### config.mk
export PLATFORM = sky130hd
export DESIGN_NAME = mem_port_arbiter
export DESIGN_NICKNAME = d
export VERILOG_FILES = /design/src/rtl/mem_port_arbiter.sv
export SDC_FILE = /design/constraint.sdc
export NUM_CORES = 1
export LEC_CHECK = 0
export BUFFER_PORTS_ARGS = -buffer_cell sky130_fd_sc_hd__buf_4
export CORE_AREA = 2 2 234 236
export DETAILED_ROUTE_END_ITERATION = 8
export DIE_AREA = 0 0 236 238
export PLACE_DENSITY_LB_ADDON = 0.08
export SYNTH_ARGS = -nofsm -noshare
export SYNTH_HDL_FRONTEND = slang
export SYNTH_SLANG_ARGS = --single-unit
export TNS_END_PERCENT = 10
### constraint.sdc
create_clock -name clkIn -period 3.26 [get_ports clkIn]
set_input_delay 0.163 -clock clkIn [delete_from_list [all_inputs] [get_ports clkIn]]
set_output_delay 0.163 -clock clkIn [all_outputs]
set_load 0.02 [all_outputs]
### src/rtl/mem_port_arbiter.sv
// Byte-wide RAM port owner: arbitrates MMIO, DCache and ICache requests
// (fixed priority IO > DC > IC) and serializes each grant into byte cycles.
module mem_port_arbiter #(
  parameter int BLOCK_WIDTH = 4,
  parameter int BLOCK_SIZE  = 2 ** BLOCK_WIDTH
) (
  input  logic                    clkIn,
  input  logic                    resetIn,
  input  logic                    clearIn,
  input  logic [7:0]              memIn,
  output logic [31:0]             memAddr,
  output logic [7:0]              memOut,
  output logic                    readWriteOut,
  input  logic                    icReqIn,
  input  logic [31-BLOCK_WIDTH:0] icAddrIn,
  output logic                    icDoneOut,
  output logic [BLOCK_SIZE*8-1:0] icLineOut,
  input  logic                    dcReqIn,
  input  logic                    dcWriteIn,
  input  logic [31-BLOCK_WIDTH:0] dcAddrIn,
  input  logic [BLOCK_SIZE*8-1:0] dcLineIn,
  output logic                    dcDoneOut,
  output logic [BLOCK_SIZE*8-1:0] dcLineOut,
  input  logic                    ioReqIn,
  input  logic                    ioWriteIn,
  input  logic [1:0]              ioSizeIn,
  input  logic [31:0]             ioAddrIn,
  input  logic [31:0]             ioDataIn,
  output logic                    ioDoneOut,
  output logic [31:0]             ioDataOut,
  output logic                    busyOut
);

  localparam int CNT_W = BLOCK_WIDTH + 1;

  localparam logic [1:0] ST_IDLE = 2'd0;
  localparam logic [1:0] ST_XFER = 2'd1;
  localparam logic [1:0] ST_DONE = 2'd2;

  localparam logic [1:0] OWN_IO = 2'd0;
  localparam logic [1:0] OWN_DC = 2'd1;
  localparam logic [1:0] OWN_IC = 2'd2;

  typedef logic [BLOCK_SIZE-1:0][7:0] line_t;

  logic [1:0]       state_q, state_d;
  logic [1:0]       owner_q, owner_d;
  logic             write_q, write_d;
  logic [CNT_W-1:0] len_q, len_d;
  logic [CNT_W-1:0] cnt_q, cnt_d;
  line_t            wdata_q, wdata_d;
  logic [31:0]      mem_addr_q, mem_addr_d;
  logic [7:0]       mem_out_q, mem_out_d;
  logic             rw_q, rw_d;
  line_t            ic_line_q, ic_line_d;
  line_t            dc_line_q, dc_line_d;
  logic [3:0][7:0]  io_data_q, io_data_d;

  logic [CNT_W-1:0]       io_len;
  logic [BLOCK_WIDTH-1:0] next_idx;
  logic [BLOCK_WIDTH-1:0] lane;
  logic                   last_wr_byte;
  logic                   last_rd_addr;
  logic                   last_rd_capture;

  always_comb begin
    case (ioSizeIn)
      2'b01:   io_len = CNT_W'(1);
      2'b10:   io_len = CNT_W'(2);
      default: io_len = CNT_W'(4);
    endcase
  end

  // A read byte lands one cycle after its address, so lane trails the counter by one.
  assign next_idx        = cnt_q[BLOCK_WIDTH-1:0] + BLOCK_WIDTH'(1);
  assign lane            = cnt_q[BLOCK_WIDTH-1:0] - BLOCK_WIDTH'(1);
  assign last_wr_byte    = (cnt_q == len_q - CNT_W'(1));
  assign last_rd_addr    = (cnt_q == len_q - CNT_W'(1));
  assign last_rd_capture = (cnt_q == len_q);

  always_comb begin
    // NOTE: every always_comb output gets a default first so no path infers a latch.
    state_d    = state_q;
    owner_d    = owner_q;
    write_d    = write_q;
    len_d      = len_q;
    cnt_d      = cnt_q;
    wdata_d    = wdata_q;
    mem_addr_d = mem_addr_q;
    mem_out_d  = mem_out_q;
    rw_d       = rw_q;
    ic_line_d  = ic_line_q;
    dc_line_d  = dc_line_q;
    io_data_d  = io_data_q;

    case (state_q)
      ST_IDLE: begin
        if (ioReqIn && (ioSizeIn != 2'b00)) begin
          owner_d       = OWN_IO;
          write_d       = ioWriteIn;
          len_d         = io_len;
          wdata_d       = '0;
          wdata_d[3:0]  = ioDataIn;
          mem_addr_d    = ioAddrIn;
          state_d       = ST_XFER;
        end else if (dcReqIn) begin
          owner_d       = OWN_DC;
          write_d       = dcWriteIn;
          len_d         = CNT_W'(BLOCK_SIZE);
          wdata_d       = dcLineIn;
          mem_addr_d    = {dcAddrIn, {BLOCK_WIDTH{1'b0}}};
          state_d       = ST_XFER;
        end else if (icReqIn && !clearIn) begin
          owner_d       = OWN_IC;
          write_d       = 1'b0;
          len_d         = CNT_W'(BLOCK_SIZE);
          wdata_d       = '0;
          mem_addr_d    = {icAddrIn, {BLOCK_WIDTH{1'b0}}};
          state_d       = ST_XFER;
        end

        if (state_d == ST_XFER) begin
          cnt_d     = '0;
          mem_out_d = wdata_d[0];
          rw_d      = ~write_d;
          // Reads deposit only N lanes, so the MMIO result must start from zero.
          if (owner_d == OWN_IO && !write_d) begin
            io_data_d = '0;
          end
        end
      end

      ST_XFER: begin
        if (owner_q == OWN_IC && clearIn) begin
          state_d = ST_IDLE;
          rw_d    = 1'b1;
        end else if (write_q) begin
          if (last_wr_byte) begin
            state_d = ST_DONE;
            rw_d    = 1'b1;
          end else begin
            cnt_d      = cnt_q + CNT_W'(1);
            mem_addr_d = mem_addr_q + 32'd1;
            mem_out_d  = wdata_q[next_idx];
          end
        end else begin
          if (cnt_q != '0) begin
            case (owner_q)
              OWN_IO:  io_data_d[lane[1:0]] = memIn;
              OWN_DC:  dc_line_d[lane]      = memIn;
              default: ic_line_d[lane]      = memIn;
            endcase
          end
          if (last_rd_capture) begin
            state_d = ST_DONE;
          end else begin
            cnt_d = cnt_q + CNT_W'(1);
            if (!last_rd_addr) begin
              mem_addr_d = mem_addr_q + 32'd1;
            end
          end
        end
      end

      ST_DONE: begin
        state_d = ST_IDLE;
        rw_d    = 1'b1;
      end

      default: begin
        state_d = ST_IDLE;
        rw_d    = 1'b1;
      end
    endcase
  end

  always_ff @(posedge clkIn or negedge resetIn) begin
    if (!resetIn) begin
      state_q    <= ST_IDLE;
      owner_q    <= OWN_IO;
      write_q    <= 1'b0;
      len_q      <= '0;
      cnt_q      <= '0;
      wdata_q    <= '0;
      mem_addr_q <= '0;
      mem_out_q  <= '0;
      rw_q       <= 1'b1;
      ic_line_q  <= '0;
      dc_line_q  <= '0;
      io_data_q  <= '0;
    end else begin
      // NOTE: sequential state uses non-blocking assignment so every flop samples pre-edge values.
      state_q    <= state_d;
      owner_q    <= owner_d;
      write_q    <= write_d;
      len_q      <= len_d;
      cnt_q      <= cnt_d;
      wdata_q    <= wdata_d;
      mem_addr_q <= mem_addr_d;
      mem_out_q  <= mem_out_d;
      rw_q       <= rw_d;
      ic_line_q  <= ic_line_d;
      dc_line_q  <= dc_line_d;
      io_data_q  <= io_data_d;
    end
  end

  assign memAddr      = mem_addr_q;
  assign memOut       = mem_out_q;
  assign readWriteOut = rw_q;
  assign busyOut      = (state_q != ST_IDLE);

  // A flush landing in the IC done cycle still suppresses the pulse.
  assign icDoneOut = (state_q == ST_DONE) && (owner_q == OWN_IC) && !clearIn;
  assign dcDoneOut = (state_q == ST_DONE) && (owner_q == OWN_DC);
  assign ioDoneOut = (state_q == ST_DONE) && (owner_q == OWN_IO);

  assign icLineOut = ic_line_q;
  assign dcLineOut = dc_line_q;
  assign ioDataOut = io_data_q;

endmodule

; ---- After elaboration in Yosys (flattened, before gate mapping)
; Index checks and enable logic that the tools add are counted.
[classes]
add_sub_neg = 5
multipliers = 0
div_mod_pow = 0
n_lt_le_gt_ge = 5
n_eq_ne = 24
n_shift = 0
mux = 64
bitwise_logic = 4
n_reduce_logical = 30
[ops]
columns = cell, count
row1 = $mux W32, 13
row2 = $mux W128, 3
row3 = $bwmux W128, 2
row4 = $pmux W32 S2, 2
row5 = $mux W8, 7
row6 = $mux W5, 8
row7 = $add A32 B1 Y32 const B, 1
row8 = $bmux W8 S4, 1
row9 = $bwmux W32, 1
row10 = $demux W8 S4, 1
row11 = $mux W2, 12
row12 = $reduce_and A5 Y1, 4
row13 = $demux W8 S2, 1
row14 = $ne A2 B2 Y1 const B, 8
row15 = $pmux W8 S2, 1
row16 = $ne A3 B3 Y1 const B, 4
row17 = $ne A4 B4 Y1 const B, 3
row18 = $eq A5 B5 Y1, 2
row19 = $logic_and A1 B1 Y1, 10
row20 = $lt A4 B5 Y1 const B, 2
row21 = $pmux W5 S2, 1
row22 = $eq A2 B1 Y1 const B, 4
row23 = $mux W1, 8
row24 = $reduce_and A7 Y1, 1
row25 = 21 further kinds, 32
[word_totals]
reg_bits = 472
latch_bits = 0
ramBits = 0
romBits = 0
out_inout_bits = 333
wordCells = 192
memories = 0

; ---- Logic depth before layout (Yosys ltp)
[depth]
depth_word = 11
depth_mapped = 11
mapped_depth_nobuf = 9

; ---- Least setup slack after synthesis
; No wires, ideal clock.
[synth_timing]
path_kind = reg-to-reg
start = register cnt_q[0]
end = register dc_line_q (netlist bit dcLineOut[32])
setup_ps = 125
arrival_time_ps = 2584
path_slack_ps = 551
stages_incl_launch_ff = 11
path_buffers = 3
synth_period_minus_slack_ps = 2709
path_cell_list = dfrtp_1 -> buf_2 -> buf_6 -> inv_2 -> ha_1 -> clkbuf_1 -> o21ai_0 -> mux2i_1 -> a32oi_2 -> nor2_2 -> mux2_2
[synth_between]
elab_chain_cells = 6
elab_cells_between_ends = 9
cone_classes = add/sub (1) / order compare (2) / mux (3) / reduce/logical (3)
[synth_lines]
columns = element, line_no
row1 = "start, declared", 50  ; logic [CNT_W-1:0] cnt_q, cnt_d;
row2 = "start signal, assigned", 197  ; cnt_q <= cnt_d;
row3 = $sub A4 B1 Y4, 76  ; assign lane = cnt_q[BLOCK_WIDTH-1:0] - BLOCK_WIDTH'(1);
row4 = $lt A4 B5 Y1 (implied by the code) or $ge A4 B1 Y1 (tied branches), 150  ; OWN_DC: dc_line_d[lane] = memIn;
row5 = $logic_and A1 B1 Y1 (implied by the code), 150
row6 = $mux W8 (implied by the code), 150
row7 = $demux W8 S4, 150
row8 = $bwmux W128, 150
row9 = "end signal, assigned", 203  ; dc_line_q <= dc_line_d;
row10 = "end, declared", 56  ; line_t dc_line_q, dc_line_d;
; Several ways; a longest one is shown, not always the timed one.
; A chain may end at the register's enable or synchronous reset.

; ---- Worst setup path in the final report
[layout_timing]
start = register cnt_q[1]
end = register mem_out_q[5], in the netlist memOut[5]
[layout_between]
elab_chain_cells = 7
elab_cells_between_ends = 10
cone_classes = add/sub (1) / eq/ne (2) / mux (6) / reduce/logical (1)
[layout_lines]
columns = element, line_no
row1 = $add A4 B1 Y4, 75  ; assign next_idx = cnt_q[BLOCK_WIDTH-1:0] + BLOCK_WIDTH'(1);
row2 = $bmux W8 S4, 144  ; mem_out_d = wdata_q[next_idx];
row3 = $mux W8 (implied by the code), 144
row4 = $mux W8, 138  ; if (last_wr_byte) begin
row5 = $mux W8, 137  ; end else if (write_q) begin
row6 = $mux W8, 134  ; if (owner_q == OWN_IC && clearIn) begin
row7 = $pmux W8 S2, 96  ; case (state_q)
row8 = "end signal, assigned", 200  ; mem_out_q <= mem_out_d;
row9 = "end, declared", 53  ; logic [7:0] mem_out_q, mem_out_d;
; Several ways; a longest one is shown, not always the timed one. The select of a mux whose other input is x is not followed.

==> impl_metrics.toml <==
[outcome]
status = "finished, final reports clean"

[timing]
fmax_ghz = 0.338
drv_slew = 0
maxSlewHeadroom_pct = 41.1
worst_slew_pin_slew_ps = 883
hold_viol = 0
fin_skew_ps = 13.3
rsz0062_at_grt = "no"
setup_ws_ps = 300
final.setup.tns_ps = 0
fin_crit_sh_pct = 90.8
holdWs_ps = 36.0
setup_viol = 0
fin_crit_ps = 2960

[synthesis]
post-synth-top-area-cell = "dfrtp_1"
syn_inst = 1727
async_flop_share_pct = 100
synth_commonest_cells = "dfrtp_1, mux2_2, nand2_1, a22o_1, o21ai_0"
synthDistinctLibCells = 76
syn-num-nets = 2004
synth-edff-count = 0
ys_seq_elements = 471
avgSynthCellArea_sq_um = 12.4
synth.top_cell.area_share_pct = 55.1
mappedNetlistArea_sq_um = 21300
synth_flop_cell = "dfrtp_1"
ys_seq_area_share_pct = 55.2
synth_area_leaders = "dfrtp_1, mux2_2, a22o_1"
synth-warning-count = 0
yosysMostFrequentCell = "dfrtp_1"

[floorplan]
rows = 85
die_h_um = 238
start_util_pct = 39.9
die_area_sq_um = 56200
die_w_um = 236
ios = 599
core_sq_um = 53500

[clocking]
ctsResizeCount = 0
cts_buffer_depth = 3
cts_tree = "built"
insertion_delay_ps = 590
cts.clk_slew.worst_paths_ps = 60
clock_sinks = 471
htree_levels = 2
cts_buffers = 52
cts-root-buf = "clkbuf_16"

[final_layout]
antennaDiodeCount = 0
nets = 2726
n_fill_cell = 4528
layout-drive-gt1-share_pct = 43.5
syn2layout_area_growth_pct = 40.3
fin_util_pct = 55.9

[placement]
post-dp-hpwl_mm = 53.0
pre_cts_slack_ps = 278
gp_congestion = 0.876
portBuffers = 598

[detailed_routing]
dr.first_iter.drc_count = 1119
vias = 17400
post-route-drc-count = 0
wl_per_cell_um = 23.6
wl_mm = 75.2
firstDrtPassIters = 5
ant_nets = 0
vias_per_cell = 5.45

[setup_path]
max_stage_delay_ps = 560
reg2reg_depth = 7
critPathCaptureType = "register"
r2r-start = "cnt_q[1]"
worstPathRequired_ps = 3790
arrival_ps = 3490
critPathMaxFanout = 15
worstReg2RegEnd = "memOut[5]"
crit_chain = "ha_1 > xor2_4 > buf_4 > mux2i_1 > and3_1 > nor4_1 > mux2_2"
worstSetupPathType = "reg -> reg"
r2r_slack_ps = 300
start_kind = "register"
critPathSlowestCell = "ha_1"

[grt]
grt_use_total_pct = 26.3
grt_antenna_before_repair = 0
overflow = 0
grt_max_degree = 97
grt_pass1_vias = 17800
grt_pass1_wl_mm = 113

[power_and_ir_drop]
totalPowerFinal_w = 0.0284
ir_drop_v = 0.000467
power_density_nw_per_um2 = 949
p_leak_nw = 14.5

[worst_hold_path]
hold_end = "memAddr[31]"
worstHoldStart = "ioAddrIn[31]"
worstHoldPathCells = 5
hp-class = "in -> reg"

[flow_run]
cap_violations = 0
## flip-flops by register name, indices dropped and copies added (netlist names)
signal and flops:
write_q 1, memOut 8, owner_q 2, cnt_q 5, dcLineOut 128, wdata_q 128, readWriteOut 1, ioDataOut 32
state_q 2, memAddr 32, len_q 4, icLineOut 128
## worst max path at each step
stage | endpoint | start | slack, ps | cells past startpoint
final | memOut[5] | cnt_q[1] | 300 | 7
after global routing | memOut[6] | cnt_q[1] | 140 | 7
after CTS | memOut[5] | cnt_q[1] | 260 | 7
after detailed placement | memOut[5] | cnt_q[1] | 280 | 7
after global placement | memOut[5] | cnt_q[1] | 260 | 7
after floorplan | dcLineOut[32] | cnt_q[0] | 550 | 10
## timing repair
action	4_1_cts	5_1_grt
endpoints found under the hold margin	221	0
hold buffers	163	0
buffers inserted	0	0
## metal layers
metal  up-vias  track usage [%]  share of wire, %
li1       7789                -                 -
met1      8831             33.9                41
met2       613             45.1                50
met3       122             4.22               5.4
met4         0             9.05               3.4
met5         -                0                 0
## kinds of logic (layout without fill, tap and decap cells)
| logic type | after synthesis | after routing | synth area share, % |
|---|---|---|---|
| AOI/OAI and AO/OA | 342 | 342 | 11.8 |
| adders and majority gates | 11 | 11 | 0.645 |
| xor gates and xnor gates | 9 | 9 | 0.434 |
| muxes | 342 | 342 | 19.5 |
| DFF | 471 | 471 | 55.2 |
| buffers and inverters | 185 | 947 | 3.62 |
| and+or+nand+nor | 367 | 367 | 8.72 |
## report_power, final
part | internal [W] | switching (W)
sequential | 0.00807 | 0.00165
clock | 0.00354 | 0.00239
combinational | 0.00578 | 0.00699
## worst max-delay path: cells and delay by family (launching register included)
kind | cells | cell delay (ps)
xor+xnor | 1 | 410
fa+ha+maj | 1 | 560
buf+inv | 1 | 380
flops | 1 | 440
mux | 2 | 460
simple gates | 2 | 630
## metrics by stage
stage | area [sq um] | cells
floorplan | 21300 | 1727
global placement | 26600 | 2928
detailed placement | 26600 | 2928
CTS | 29900 | 3185
global route | 29900 | 3185
finish | 29900 | 3185
## cell usage in the layout, fill, tap and decap left out, drive strengths merged, types with 9 or more instances in the layout
cell type / count
clkbuf: 83
nor2: 92
and2: 11
nand3: 51
nor3: 21
a21oi: 23
a31oi: 39
mux2: 275
nand2: 107
o21ai: 78
ha: 11
buf: 640
nor4: 22
inv: 49
nor2b: 10
nand4: 12
a211oi: 11
dlygate4sd3: 163
mux4: 32
o211ai: 11
dfrtp: 470
a22o: 98
o22ai: 9
and3: 14
mux2i: 35
## layout make-up
cell class,count,area (sq um),area share [%]
clock buffer,83,1540,5.15
clock inverter,11,169,0.564
inverter,50,188,0.627
multi-input combinational,1071,8850,29.6
sequential,471,11800,39.4
tap,696,871,2.91
timing repair buffer,803,6520,21.8
Note: power is estimated with default switching activity, not from simulation.
